**config.mk**
```make
export PLATFORM = sky130hd
export DESIGN_NAME = bf16_mul_out_stage
export DESIGN_NICKNAME = d
export VERILOG_FILES = /design/src/rtl/bf16_mul_out_stage.sv
export SDC_FILE = /design/constraint.sdc
export NUM_CORES = 1
export LEC_CHECK = 0
export BUFFER_PORTS_ARGS = -buffer_cell sky130_fd_sc_hd__buf_2
export CORE_MARGIN = 3
export CORE_UTILIZATION = 55
export DETAILED_ROUTE_END_ITERATION = 10
export PLACE_DENSITY = 0.82
export SYNTH_ARGS = -nofsm -noshare
export SYNTH_HDL_FRONTEND = slang
export SYNTH_SLANG_ARGS = --single-unit
```
**constraint.sdc**
```tcl
create_clock -name clk -period 4.6 [get_ports clk]
set_clock_uncertainty 0.1 [all_clocks]
set_input_delay 0.23 -clock clk [delete_from_list [all_inputs] [get_ports clk]]
set_output_delay 0.23 -clock clk [all_outputs]
set_load 0.05 [all_outputs]
```
**src/rtl/bf16_mul_out_stage.sv**
```systemverilog
// Output stage of the BF16 multiplier: a two-entry skid buffer with sticky flags and a saturating op counter.
// Define BF16_MUL_OUT_FTZ_EN to flush subnormal products to signed zero on capture.
module bf16_mul_out_stage #(
  parameter int CNT_W = 16
) (
  input  logic             clk,
  input  logic             rst_n,
  input  logic             in_valid,
  output logic             in_ready,
  input  logic [15:0]      in_p,
  input  logic [3:0]       in_flags,
  input  logic [5:0]       in_class,
  output logic             out_valid,
  input  logic             out_ready,
  output logic [15:0]      out_p,
  output logic [3:0]       out_flags,
  output logic [5:0]       out_class,
  output logic [3:0]       fflags,
  input  logic             fflags_clr,
  output logic [CNT_W-1:0] op_count
);

  typedef enum logic [1:0] {EMPTY, ONE, FULL} state_t;

  state_t           state, state_nxt;
  logic             ready_q, valid_q;
  logic             accept, deliver;
  logic [25:0]      main_q, skid_q;
  logic [25:0]      cap;
  logic [15:0]      cap_p;
  logic [3:0]       cap_flags;
  logic [5:0]       cap_class;
  logic [3:0]       fflags_q;
  logic [CNT_W-1:0] count_q;

  function automatic logic [CNT_W-1:0] sat_inc(input logic [CNT_W-1:0] v);
    return (&v) ? v : v + CNT_W'(1);
  endfunction

  assign accept  = in_valid & ready_q;
  assign deliver = valid_q & out_ready;

  // Capture path: optional flush-to-zero of subnormal products
  always_comb begin
    cap_p     = in_p;
    cap_flags = in_flags;
    cap_class = in_class;
`ifdef BF16_MUL_OUT_FTZ_EN
    if (in_class[3]) begin
      cap_p     = {in_p[15], 15'b0};
      cap_class = 6'b000001;
      cap_flags = in_flags | 4'b0011;
    end
`endif
  end

  assign cap = {cap_p, cap_flags, cap_class};

  always_comb begin
    state_nxt = state;
    case (state)
      EMPTY: if (accept) state_nxt = ONE;
      ONE: begin
        if (accept && !deliver)      state_nxt = FULL;
        else if (deliver && !accept) state_nxt = EMPTY;
      end
      FULL:    if (deliver) state_nxt = ONE;
      default: state_nxt = EMPTY;
    endcase
  end

  // Handshake outputs are registered copies of the next-state decode
  always_ff @(posedge clk) begin
    if (!rst_n) begin
      state   <= EMPTY;
      ready_q <= 1'b1;
      valid_q <= 1'b0;
    end else begin
      state   <= state_nxt;
      ready_q <= (state_nxt != FULL);
      valid_q <= (state_nxt != EMPTY);
    end
  end

  always_ff @(posedge clk) begin
    if (!rst_n) begin
      main_q <= '0;
      skid_q <= '0;
    end else begin
      case (state)
        EMPTY: if (accept) main_q <= cap;
        ONE: begin
          if (accept && deliver) main_q <= cap;
          else if (accept)       skid_q <= cap;
        end
        FULL:    if (deliver) main_q <= skid_q;
        default: ;
      endcase
    end
  end

  always_ff @(posedge clk) begin
    if (!rst_n) begin
      fflags_q <= '0;
      count_q  <= '0;
    end else begin
      if (accept) begin
        fflags_q <= (fflags_clr ? 4'b0 : fflags_q) | cap_flags;
        count_q  <= sat_inc(count_q);
      end else if (fflags_clr) begin
        fflags_q <= '0;
      end
    end
  end

  assign in_ready  = ready_q;
  assign out_valid = valid_q;
  assign out_p     = main_q[25:10];
  assign out_flags = main_q[9:6];
  assign out_class = main_q[5:0];
  assign fflags    = fflags_q;
  assign op_count  = count_q;

endmodule

```
==> run_results.csv, run 1 <==
group,metric,value,unit
route,route.antenna.remaining_nets,0,
die,core_area,5640,um2
setup_path,worstPathRequired,4.74,ns
die,io-pin-count,79,
setup_path,critPathMaxFanout,52,
timing,fin_crit,2.25,ns
timing,tightest_slew,1.20,ns
die,die-area,6900,um2
setup_path,critical-path-top-delay-family,"compound AO/OA/AOI/OAI gates",
placement,io_buffers,78,
layout,drive_above_1_share,0.230,
synthesis,synth_edf_count,0,
setup_path,crit_type,"flop to flop",
placement,pre_cts_slack,2.37,ns
outcome,outcome,"finished clean",
synthesis,syn_area,3270,um2
clock_tree,clk-insertion-delay-late,0.33,ns
timing,slew_headroom,0.197,
synthesis,yosysWarnings,0,
global_routing,first_global_vias,2562,
clock_tree,post-cts-setup-buffer-count,0,
timing,final-hold-violation-count,0,
clock_tree,cts-root-buf,"clkbuf_8",
timing,setup_viol,0,
die,num_rows,27,
global_routing,grt_pass1_wl,11900,um
clock_tree,cts_sinks,76,
global_routing,grtUsageTotal,0.208,
global_routing,grt_max_degree,70,
placement,place_congestion,0.812,
clock_tree,cts_resized,0,
timing,setup_ws,2.35,ns
setup_path,worst_setup_path_start_kind,"flop",
synthesis,seq_area_frac_synth,0.466,
route,drc,0,
clock_tree,htree_levels,3,
clock_tree,clk_path_buf_depth,2,
synthesis,async_flop_share,0,
layout,final_common_cell,"buf_2",
synthesis,synth_top_area_frac,0.466,
timing,post-route-period-util,0.488,
synthesis,syn_inst,384,
power_and_ir_drop,power.switching,0.000592,W
route,totalWireLength,7300,um
synthesis,ys.flop_type,"dfxtp_1",
power_and_ir_drop,netSwitchingFraction,0.350,
timing,fmax,445,MHz
synthesis,synth_area_leaders,"dfxtp_1 (47%), mux2i_1 (8.9%), nand2_1 (8.2%)",
flow_run,drv_cap,0,
setup_path,crit_path_end_kind,"flop",
layout,antenna_cells,0,
route,drt-vias-per-instance,5.59,
layout,syn2layout_area_growth,18.1,%
route,num_vias,2927,
power_and_ir_drop,pwr-share-seq,0.449,
clock_tree,path_clk_slew,0.09,ns
power_and_ir_drop,comb_power_share,0.243,
setup_path,worstPathArrival,2.38,ns
synthesis,yosysUniqueCellTypes,43,
power_and_ir_drop,clock_power_share,0.309,
power_and_ir_drop,leakage,1.75,nW
route,drt_first_pass_iters,4,
setup_path,critical_path_buf_inv_count,0,
power_and_ir_drop,p_int,0.00110,W
layout,fin_util,0.684,
clock_tree,cts-buffers-inserted,9,
synthesis,synthesis.nets,416,
die,die_h,83.1,um
synthesis,yosys.area.top_type,"dfxtp_1",
route,wl_per_cell,13.9,um
layout,final_nets,479,
min_path,hold_class,"primary input to flop",
die,die_w,83.1,um
setup_path,max_stage_delay,0.97,ns
layout,layout_common_cells,"buf_2 (78), dfxtp_1 (76), nand2_1 (71)",
timing,finalSetupTns,0,ns
setup_path,path_cells,"nand3b_1 -> o21ai_4 -> nor2_1 -> a211oi_1",
placement,dp_hpwl,4860,um
timing,drv_slew,0,
power_and_ir_drop,ir_drop,222,uV
global_routing,antenna_found_initial,1,
power_and_ir_drop,power_density,439,nW/um2
timing,rsz0062_at_grt,"false",
die,initial_core_util,0.579,
global_routing,overflow,0,
setup_path,cp_slowest_cell,"o21ai_4",
route,drt_iter0_drc,186,
synthesis,synth.avg_cell_area,8.51,um2
synthesis,ys_ff_latch,76,
clock_tree,ctsHoldBuffers,0,
clock_tree,cts_tree,"done",
==> power by group through the flow <==
stage	combinational [W]	sequential [W]	clock (W)
after floorplan	0.000163	0.000924	0
after global placement	0.000405	0.000772	0
after detailed placement	0.000412	0.000774	0
after CTS	0.000413	0.000759	0.000527
after global routing	0.000441	0.000767	0.000565
final	0.000411	0.000760	0.000522
==> cells in the mapped netlist (all sizes together) (5+ instances only) <==
cell type	n
mux2i	29
nand2	71
nor3	5
a21oi	39
a211oi	26
nand3	9
nor2b	5
buf	10
inv	5
or3	8
clkbuf	16
nor2	35
and4	5
dfxtp	76
==> state kept, by name, summed over array words and instances (netlist names) <==
register / cells
skid_q: 26
out_valid: 1
fflags: 4
main_q: 26
in_ready: 1
op_count: 16
state: 2
==> cells by family after synthesis <==
kind of cell	after synthesis	synth area share
simple gates	162	0.237
compound gates	85	0.165
flops	76	0.466
buf+inv	31	0.0394
mux	29	0.0888
fa+ha+maj	1	0.00383
==> layer usage <==
metal | share of wire | track usage | vias to the layer above
li1 | - | - | 1479
met1 | 0.44 | 0.275 | 1352
met2 | 0.49 | 0.331 | 85
met3 | 0.063 | 0.0486 | 9
met4 | 0.0084 | 0.0802 | 2
met5 | 0.0018 | 0 | -
==> final timing paths <==
check	to	startpoint	slack, ns	depth (start not counted)
max	main_q[22]$_SDFFE_PN0P_	in_ready$_SDFF_PN1_	2.35	4
min	skid_q[15]$_SDFFE_PN0P_	in_p[5]	0.03	3
max reg2reg	main_q[22]$_SDFFE_PN0P_	in_ready$_SDFF_PN1_	2.35	4
min reg2reg	skid_q[2]$_SDFFE_PN0P_	skid_q[2]$_SDFFE_PN0P_	0.36	2
==> cell type report <==
type                       count  area [um2]
multi-input combinational    277        1630
timing repair buffer          78         390
inverter                       5        18.8
fill                         472        1780
clock buffer                  10         138
sequential                    76        1520
tap                           72        90.1
clock inverter                 6        70.1
==> per-stage QoR <==
step	cells	hold WS, ns	area [um2]	total power [W]
2_1_floorplan	384	0.266	3270	0.00109
3_3_place_gp	508	0.341	3650	0.00118
3_5_place_dp	508	0.346	3650	0.00119
4_1_cts	524	0.0212	3860	0.00170
5_1_grt	524	0.0257	3860	0.00177
6_report	524	0.0328	3860	0.00169
==> tightest hold or removal path: stages <==
cell	delay, ns
buf_2	0.10
nand2_1	0.05
a21oi_1	0.05
No activity file was read; power rests on OpenSTA's default activity.
==> inputs of run 2 (changes only) <==
--- a/config.mk
+++ b/config.mk
@@ -7,9 +7,9 @@
 export LEC_CHECK = 0
 export BUFFER_PORTS_ARGS = -buffer_cell sky130_fd_sc_hd__buf_2
 export CORE_MARGIN = 3
-export CORE_UTILIZATION = 55
+export CORE_UTILIZATION = 48
 export DETAILED_ROUTE_END_ITERATION = 10
-export PLACE_DENSITY = 0.82
+export PLACE_DENSITY = 0.76
 export SYNTH_ARGS = -nofsm -noshare
 export SYNTH_HDL_FRONTEND = slang
 export SYNTH_SLANG_ARGS = --single-unit
==> constraint.sdc (replaced) <==
create_clock -name clk -period 1.85 [get_ports clk]
set_clock_uncertainty 0.1 [all_clocks]
set_input_delay 0.0925 -clock clk [delete_from_list [all_inputs] [get_ports clk]]
set_output_delay 0.0925 -clock clk [all_outputs]
set_load 0.05 [all_outputs]
==> run_results.csv, run 2 (same netlist as run 1, synthesis figures left out) <==
group,metric,value,unit
outcome,outcome,"finished clean",
flow_run,drv_cap,0,
setup_path,critPathMaxFanout,5,
power_and_ir_drop,fin_total_pwr,0.00434,W
layout,syn2layout_area_growth,33.6,%
min_path,hold_class,"primary input to flop",
global_routing,overflow,0,
placement,place_congestion,0.921,
setup_path,critical-path-top-delay-family,"simple AND/OR/NAND/NOR gates",
setup_path,r2r_start,"op_count[0]$_SDFFE_PN0P_",
setup_path,crit_type,"flop to flop",
setup_path,path_cells,"ha_2 -> and4_4 -> and3_4 -> or4b_1 -> o211a_1",
timing,slew_headroom,0.725,
die,io-pin-count,79,
timing,setup_ws,0.0818,ns
clock_tree,cts_sinks,76,
clock_tree,cts-root-buf,"clkbuf_8",
power_and_ir_drop,leakage,2.00,nW
timing,rsz0062_at_grt,"false",
global_routing,grt_pass1_wl,14100,um
timing,drv_slew,0,
global_routing,grt_max_degree,31,
die,num_rows,29,
timing,fin_crit,1.77,ns
route,drc,0,
die,initial_core_util,0.506,
route,drt-vias-per-instance,5.48,
placement,pre_cts_slack,0.0220,ns
setup_path,worst_setup_path_start_kind,"flop",
power_and_ir_drop,power_density,995,nW/um2
global_routing,antenna_found_initial,0,
global_routing,first_global_vias,2963,
setup_path,worstPathRequired,1.99,ns
die,die-area,7830,um2
layout,final_common_cell,"buf_2",
layout,layout_common_cells,"buf_2 (78), nand2_1 (71), dfxtp_1 (63)",
route,totalWireLength,8470,um
route,drt_iter0_drc,253,
clock_tree,path_clk_slew,0.08,ns
setup_path,cp_slowest_cell,"or4b_1",
setup_path,worstPathArrival,1.91,ns
setup_path,r2r_slack,0.08,ns
clock_tree,clk-insertion-delay-late,0.34,ns
setup_path,crit_path_end_kind,"flop",
layout,drive_above_1_share,0.282,
die,die_h,88.5,um
layout,fin_util,0.676,
timing,setup_viol,0,
clock_tree,cts_tree,"done",
route,num_vias,3164,
setup_path,crit_start,"op_count[0]$_SDFFE_PN0P_",
setup_path,max_stage_delay,0.49,ns
timing,tightest_slew,0.412,ns
die,core_area,6460,um2
layout,antenna_cells,0,
clock_tree,clk_path_buf_depth,2,
placement,io_buffers,78,
clock_tree,cts-buffers-inserted,9,
global_routing,grtUsageTotal,0.231,
power_and_ir_drop,ir_drop,716,uV
layout,fillers,510,
layout,final_nets,527,
min_path,hold_path.startpoint,"rst_n",
timing,final-hold-violation-count,0,
timing,fmax,566,MHz
timing,post-route-period-util,0.956,
setup_path,critical_path_buf_inv_count,0,
route,wl_per_cell,14.7,um
clock_tree,htree_levels,3,
route,route.antenna.remaining_nets,0,
die,die_w,88.5,um
route,drt_first_pass_iters,4,
placement,dp_hpwl,5590,um
-- run 2: changes by cell type in the layout (fill, tap and decap cells not counted), sizes merged --
| cell | change |
|---|---|
| dlygate4sd3 | +28 |
| buf | +20 |
| clkinvlp | -3 |
| clkinv | +3 |
-- run 2: final timing paths --
path,to,cells past startpoint
hold reg to reg,skid_q[14]$_SDFFE_PN0P_,2
setup reg to reg,op_count[7]$_SDFFE_PN0P_,5
setup / recovery,op_count[7]$_SDFFE_PN0P_,5
hold / removal,op_count[5]$_SDFFE_PN0P_,3
-- run 2: worst reg2reg max path, stage by stage (launching register included) --
cell,delay [ns]
dfxtp_4,0.36
ha_2,0.20
and4_4,0.19
and3_4,0.19
or4b_1,0.49
o211a_1,0.13
-- run 2: report_power, final --
part	leakage (nW)	switching (W)	internal, W
clock network	0.107	0.000638	0.000673
registers	0.628	0.0000980	0.00179
logic	1.26	0.000782	0.000358
total	2.00	0.00152	0.00282
-- run 2: timing repair --
item / 4_1_cts / 5_1_grt
hold buffers: 28 / 0
gates resized for setup: 0 / 7
setup buffers: 0 / 2
endpoints found under the setup margin: 0 / 5
endpoints found under the hold margin: 41 / 0
-- run 2: metal layers --
layer  wire (um)  track usage  share of wire
met5           0            0              0
met2        4090        0.372           0.48
met3         486       0.0549          0.057
met4         181       0.0989          0.021
met1        3720        0.298           0.44
-- run 2: area by class of cell --
class	instances	area (um2)	share of cell area
Timing Repair Buffer	126	850	0.195
Clock inverter	6	71.3	0.0163
Sequential cell	76	1550	0.355
Inverter	5	18.8	0.00430
Multi-Input combinational cell	277	1640	0.377
Clock buffer	10	138	0.0315
Tap cell	77	96.3	0.0221
-- run 2: metrics by stage --
stage	instance area [um2]	TNS, ns	instances	hold WS [ns]
after CTS	4330	0	575	0.00444
after global placement	3840	0	531	0.247
final	4370	0	577	0.0149
after floorplan	3290	-0.0241	384	0.128
after detailed placement	3840	0	531	0.253
after global routing	4370	0	577	0.0546
==> inputs of run 3 (changes only) <==
--- a/config.mk
+++ b/config.mk
@@ -5,11 +5,12 @@
 export SDC_FILE = /design/constraint.sdc
 export NUM_CORES = 1
 export LEC_CHECK = 0
+export ABC_AREA = 1
 export BUFFER_PORTS_ARGS = -buffer_cell sky130_fd_sc_hd__buf_2
 export CORE_MARGIN = 3
 export CORE_UTILIZATION = 48
 export DETAILED_ROUTE_END_ITERATION = 10
-export PLACE_DENSITY = 0.76
+export PLACE_DENSITY = 0.75
 export SYNTH_ARGS = -nofsm -noshare
 export SYNTH_HDL_FRONTEND = slang
 export SYNTH_SLANG_ARGS = --single-unit
==> run_results.csv, run 3 <==
group,metric,value,unit
outcome,outcome,"finished clean",
synthesis,synth.avg_cell_area,6.96,um2
timing,slew_headroom,0.666,
layout,antenna_cells,0,
synthesis,seq_area_frac_synth,0.458,
layout,fillers,596,
global_routing,grt_max_degree,39,
setup_path,path_cells,"ha_1 -> nand2_1 -> nor2_2 -> nand2_2 -> o21ai_4 -> nand2_1 -> a21oi_1",
synthesis,yosysUniqueCellTypes,23,
power_and_ir_drop,netSwitchingFraction,0.332,
placement,pre_cts_slack,0.113,ns
setup_path,cp_slowest_cell,"dfxtp_2",
die,die_w,89.2,um
synthesis,synth_common_cells,"nand2_1 (114), dfxtp_1 (76), o21ai_0 (66), a21oi_1 (56), inv_1 (55)",
timing,rsz0062_at_grt,"false",
setup_path,worstPathRequired,2.01,ns
route,drc,0,
setup_path,crit_path_end_kind,"flop",
setup_path,crit_type,"flop to flop",
route,num_vias,3278,
timing,tightest_slew,0.499,ns
timing,drv_slew,0,
clock_tree,clk-insertion-delay-late,0.34,ns
route,route.antenna.remaining_nets,0,
layout,fin_util,0.659,
global_routing,grt_pass1_wl,12700,um
power_and_ir_drop,fin_total_pwr,0.00432,W
placement,io_buffers,78,
die,num_rows,29,
setup_path,critical-path-top-delay-family,"compound AO/OA/AOI/OAI gates",
synthesis,yosysMostFrequentCell,"nand2_1",
synthesis,synth_top_area_frac,0.458,
synthesis,syn_inst,477,
synthesis,synth_area_leaders,"dfxtp_1 (46%), nand2_1 (13%), o21ai_0 (9.9%)",
setup_path,critPathMaxFanout,11,
die,core_area,6530,um2
route,drt_iter0_drc,173,
timing,finalSetupTns,0,ns
timing,setup_viol,0,
setup_path,critical_path_buf_inv_count,0,
power_and_ir_drop,ir_drop,451,uV
global_routing,first_global_vias,2881,
layout,final_nets,612,
setup_path,worst_setup_path_start_kind,"flop",
timing,fin_crit,1.68,ns
clock_tree,htree_levels,3,
synthesis,yosys.area.top_type,"dfxtp_1",
placement,dp_hpwl,5160,um
synthesis,ys.flop_type,"dfxtp_1",
synthesis,yosysWarnings,0,
die,die-area,7950,um2
clock_tree,cts-buffers-inserted,9,
synthesis,synth_edf_count,0,
synthesis,async_flop_share,0,
min_path,hold_class,"primary input to flop",
route,drt-vias-per-instance,4.95,
synthesis,synthesis.nets,509,
route,drt_first_pass_iters,4,
power_and_ir_drop,power.switching,0.00143,W
die,io-pin-count,79,
setup_path,max_stage_delay,0.36,ns
power_and_ir_drop,power_density,1000,nW/um2
layout,final_common_cell,"nand2_1",
power_and_ir_drop,leakage,1.97,nW
timing,setup_ws,0.166,ns
layout,layout_common_cells,"nand2_1 (114), buf_2 (78), dfxtp_1 (74)",
synthesis,ys_ff_latch,76,
power_and_ir_drop,comb_power_share,0.251,
route,totalWireLength,7790,um
layout,syn2layout_area_growth,29.5,%
clock_tree,path_clk_slew,0.07,ns
clock_tree,cts_sinks,76,
global_routing,antenna_found_initial,0,
setup_path,worstPathArrival,1.84,ns
global_routing,grtUsageTotal,0.205,
die,initial_core_util,0.508,
die,die_h,89.2,um
clock_tree,cts-root-buf,"clkbuf_8",
global_routing,overflow,0,
layout,drive_above_1_share,0.198,
flow_run,drv_cap,0,
power_and_ir_drop,p_int,0.00288,W
clock_tree,clk_path_buf_depth,2,
placement,place_congestion,0.761,
power_and_ir_drop,clock_power_share,0.311,
timing,final-hold-violation-count,0,
setup_path,crit_path_frequent_cell,"nand2_1",
clock_tree,cts_tree,"done",
timing,fmax,594,MHz
power_and_ir_drop,pwr-share-seq,0.438,
synthesis,syn_area,3320,um2
route,wl_per_cell,11.8,um
timing,post-route-period-util,0.910,
-- run 3: changes by cell type after synthesis, moves of 6 or more --
cell and change:
or3_1 -6, mux2i_1 -29, inv_1 +50, nand2_1 +43
a211oi_1 -26, o21ai_0 +63, nor2_1 +14, a21oi_1 +17
-- run 3: power groups by stage --
stage          Sequential (W)  Clock, W  Combinational [W]
2_1_floorplan         0.00231         0           0.000395
3_3_place_gp          0.00192         0            0.00102
3_5_place_dp          0.00193         0            0.00103
4_1_cts               0.00189   0.00138            0.00108
5_1_grt               0.00191   0.00144            0.00119
6_report              0.00189   0.00134            0.00108
-- run 3: cells by family after synthesis --
family	Yosys count	share of synthesized area
and+or+nand+nor	187	0.229
AOI/OAI and AO/OA	125	0.192
buffers and inverters	82	0.101
DFF	76	0.458
xor gates and xnor gates	6	0.0158
adders and majority gates	1	0.00377
-- run 3: path summary, 6_finish.rpt --
path,end,start,slack (ns),cells past startpoint
setup / recovery,op_count[3]$_SDFFE_PN0P_,op_count[0]$_SDFFE_PN0P_,0.17,7
setup reg to reg,op_count[3]$_SDFFE_PN0P_,op_count[0]$_SDFFE_PN0P_,0.17,7
hold / removal,state[1]$_SDFF_PN0_,out_ready,0.08,4
hold reg to reg,main_q[2]$_SDFFE_PN0P_,main_q[2]$_SDFFE_PN0P_,0.34,2
-- run 3: final cells by class --
class                           instances  area, um2  share of cell area
Sequential cell                        76       1520               0.354
Inverter                               58        218              0.0506
Tap cell                               77       96.3              0.0224
Clock buffer                           13        179              0.0416
Multi-Input combinational cell        319       1480               0.344
Clock inverter                          3       42.5             0.00989
Timing Repair Buffer                  116        763               0.177
-- run 3: layer usage --
metal / global-route usage / wire length, um / share of wire / vias to the layer above
met5: 0 / 0 / 0 / -
met2: 0.338 / 3720 / 0.48 / 96
met1: 0.256 / 3440 / 0.44 / 1453
met4: 0.0893 / 149 / 0.019 / 0
li1: - / - / - / 1715
met3: 0.0461 / 479 / 0.062 / 14
-- run 3: per-stage QoR --
step                instance area (um2)  hold WS [ns]  cells
floorplan                          3320         0.137    477
global placement                   3770         0.249    616
detailed placement                 3770         0.261    616
CTS                                4290        0.0727    662
global route                       4300         0.122    662
finish                             4300        0.0827    662
-- run 3: what timing repair did --
item / in CTS / in global routing
setup endpoints to repair: 0 / 11
endpoints found under the hold margin: 30 / 0
resized for setup: 0 / 1
hold buffers: 30 / 0
setup buffers: 0 / 0
-- run 3: worst reg2reg max path, delay by kind of cell (launching register included) --
| kind | cells | cell delay [ns] |
|---|---|---|
| AND/OR/NAND/NOR | 4 | 0.44 |
| flip-flops | 1 | 0.36 |
| AO/OA/AOI/OAI | 2 | 0.48 |
| adder cells (fa/ha/maj) | 1 | 0.21 |
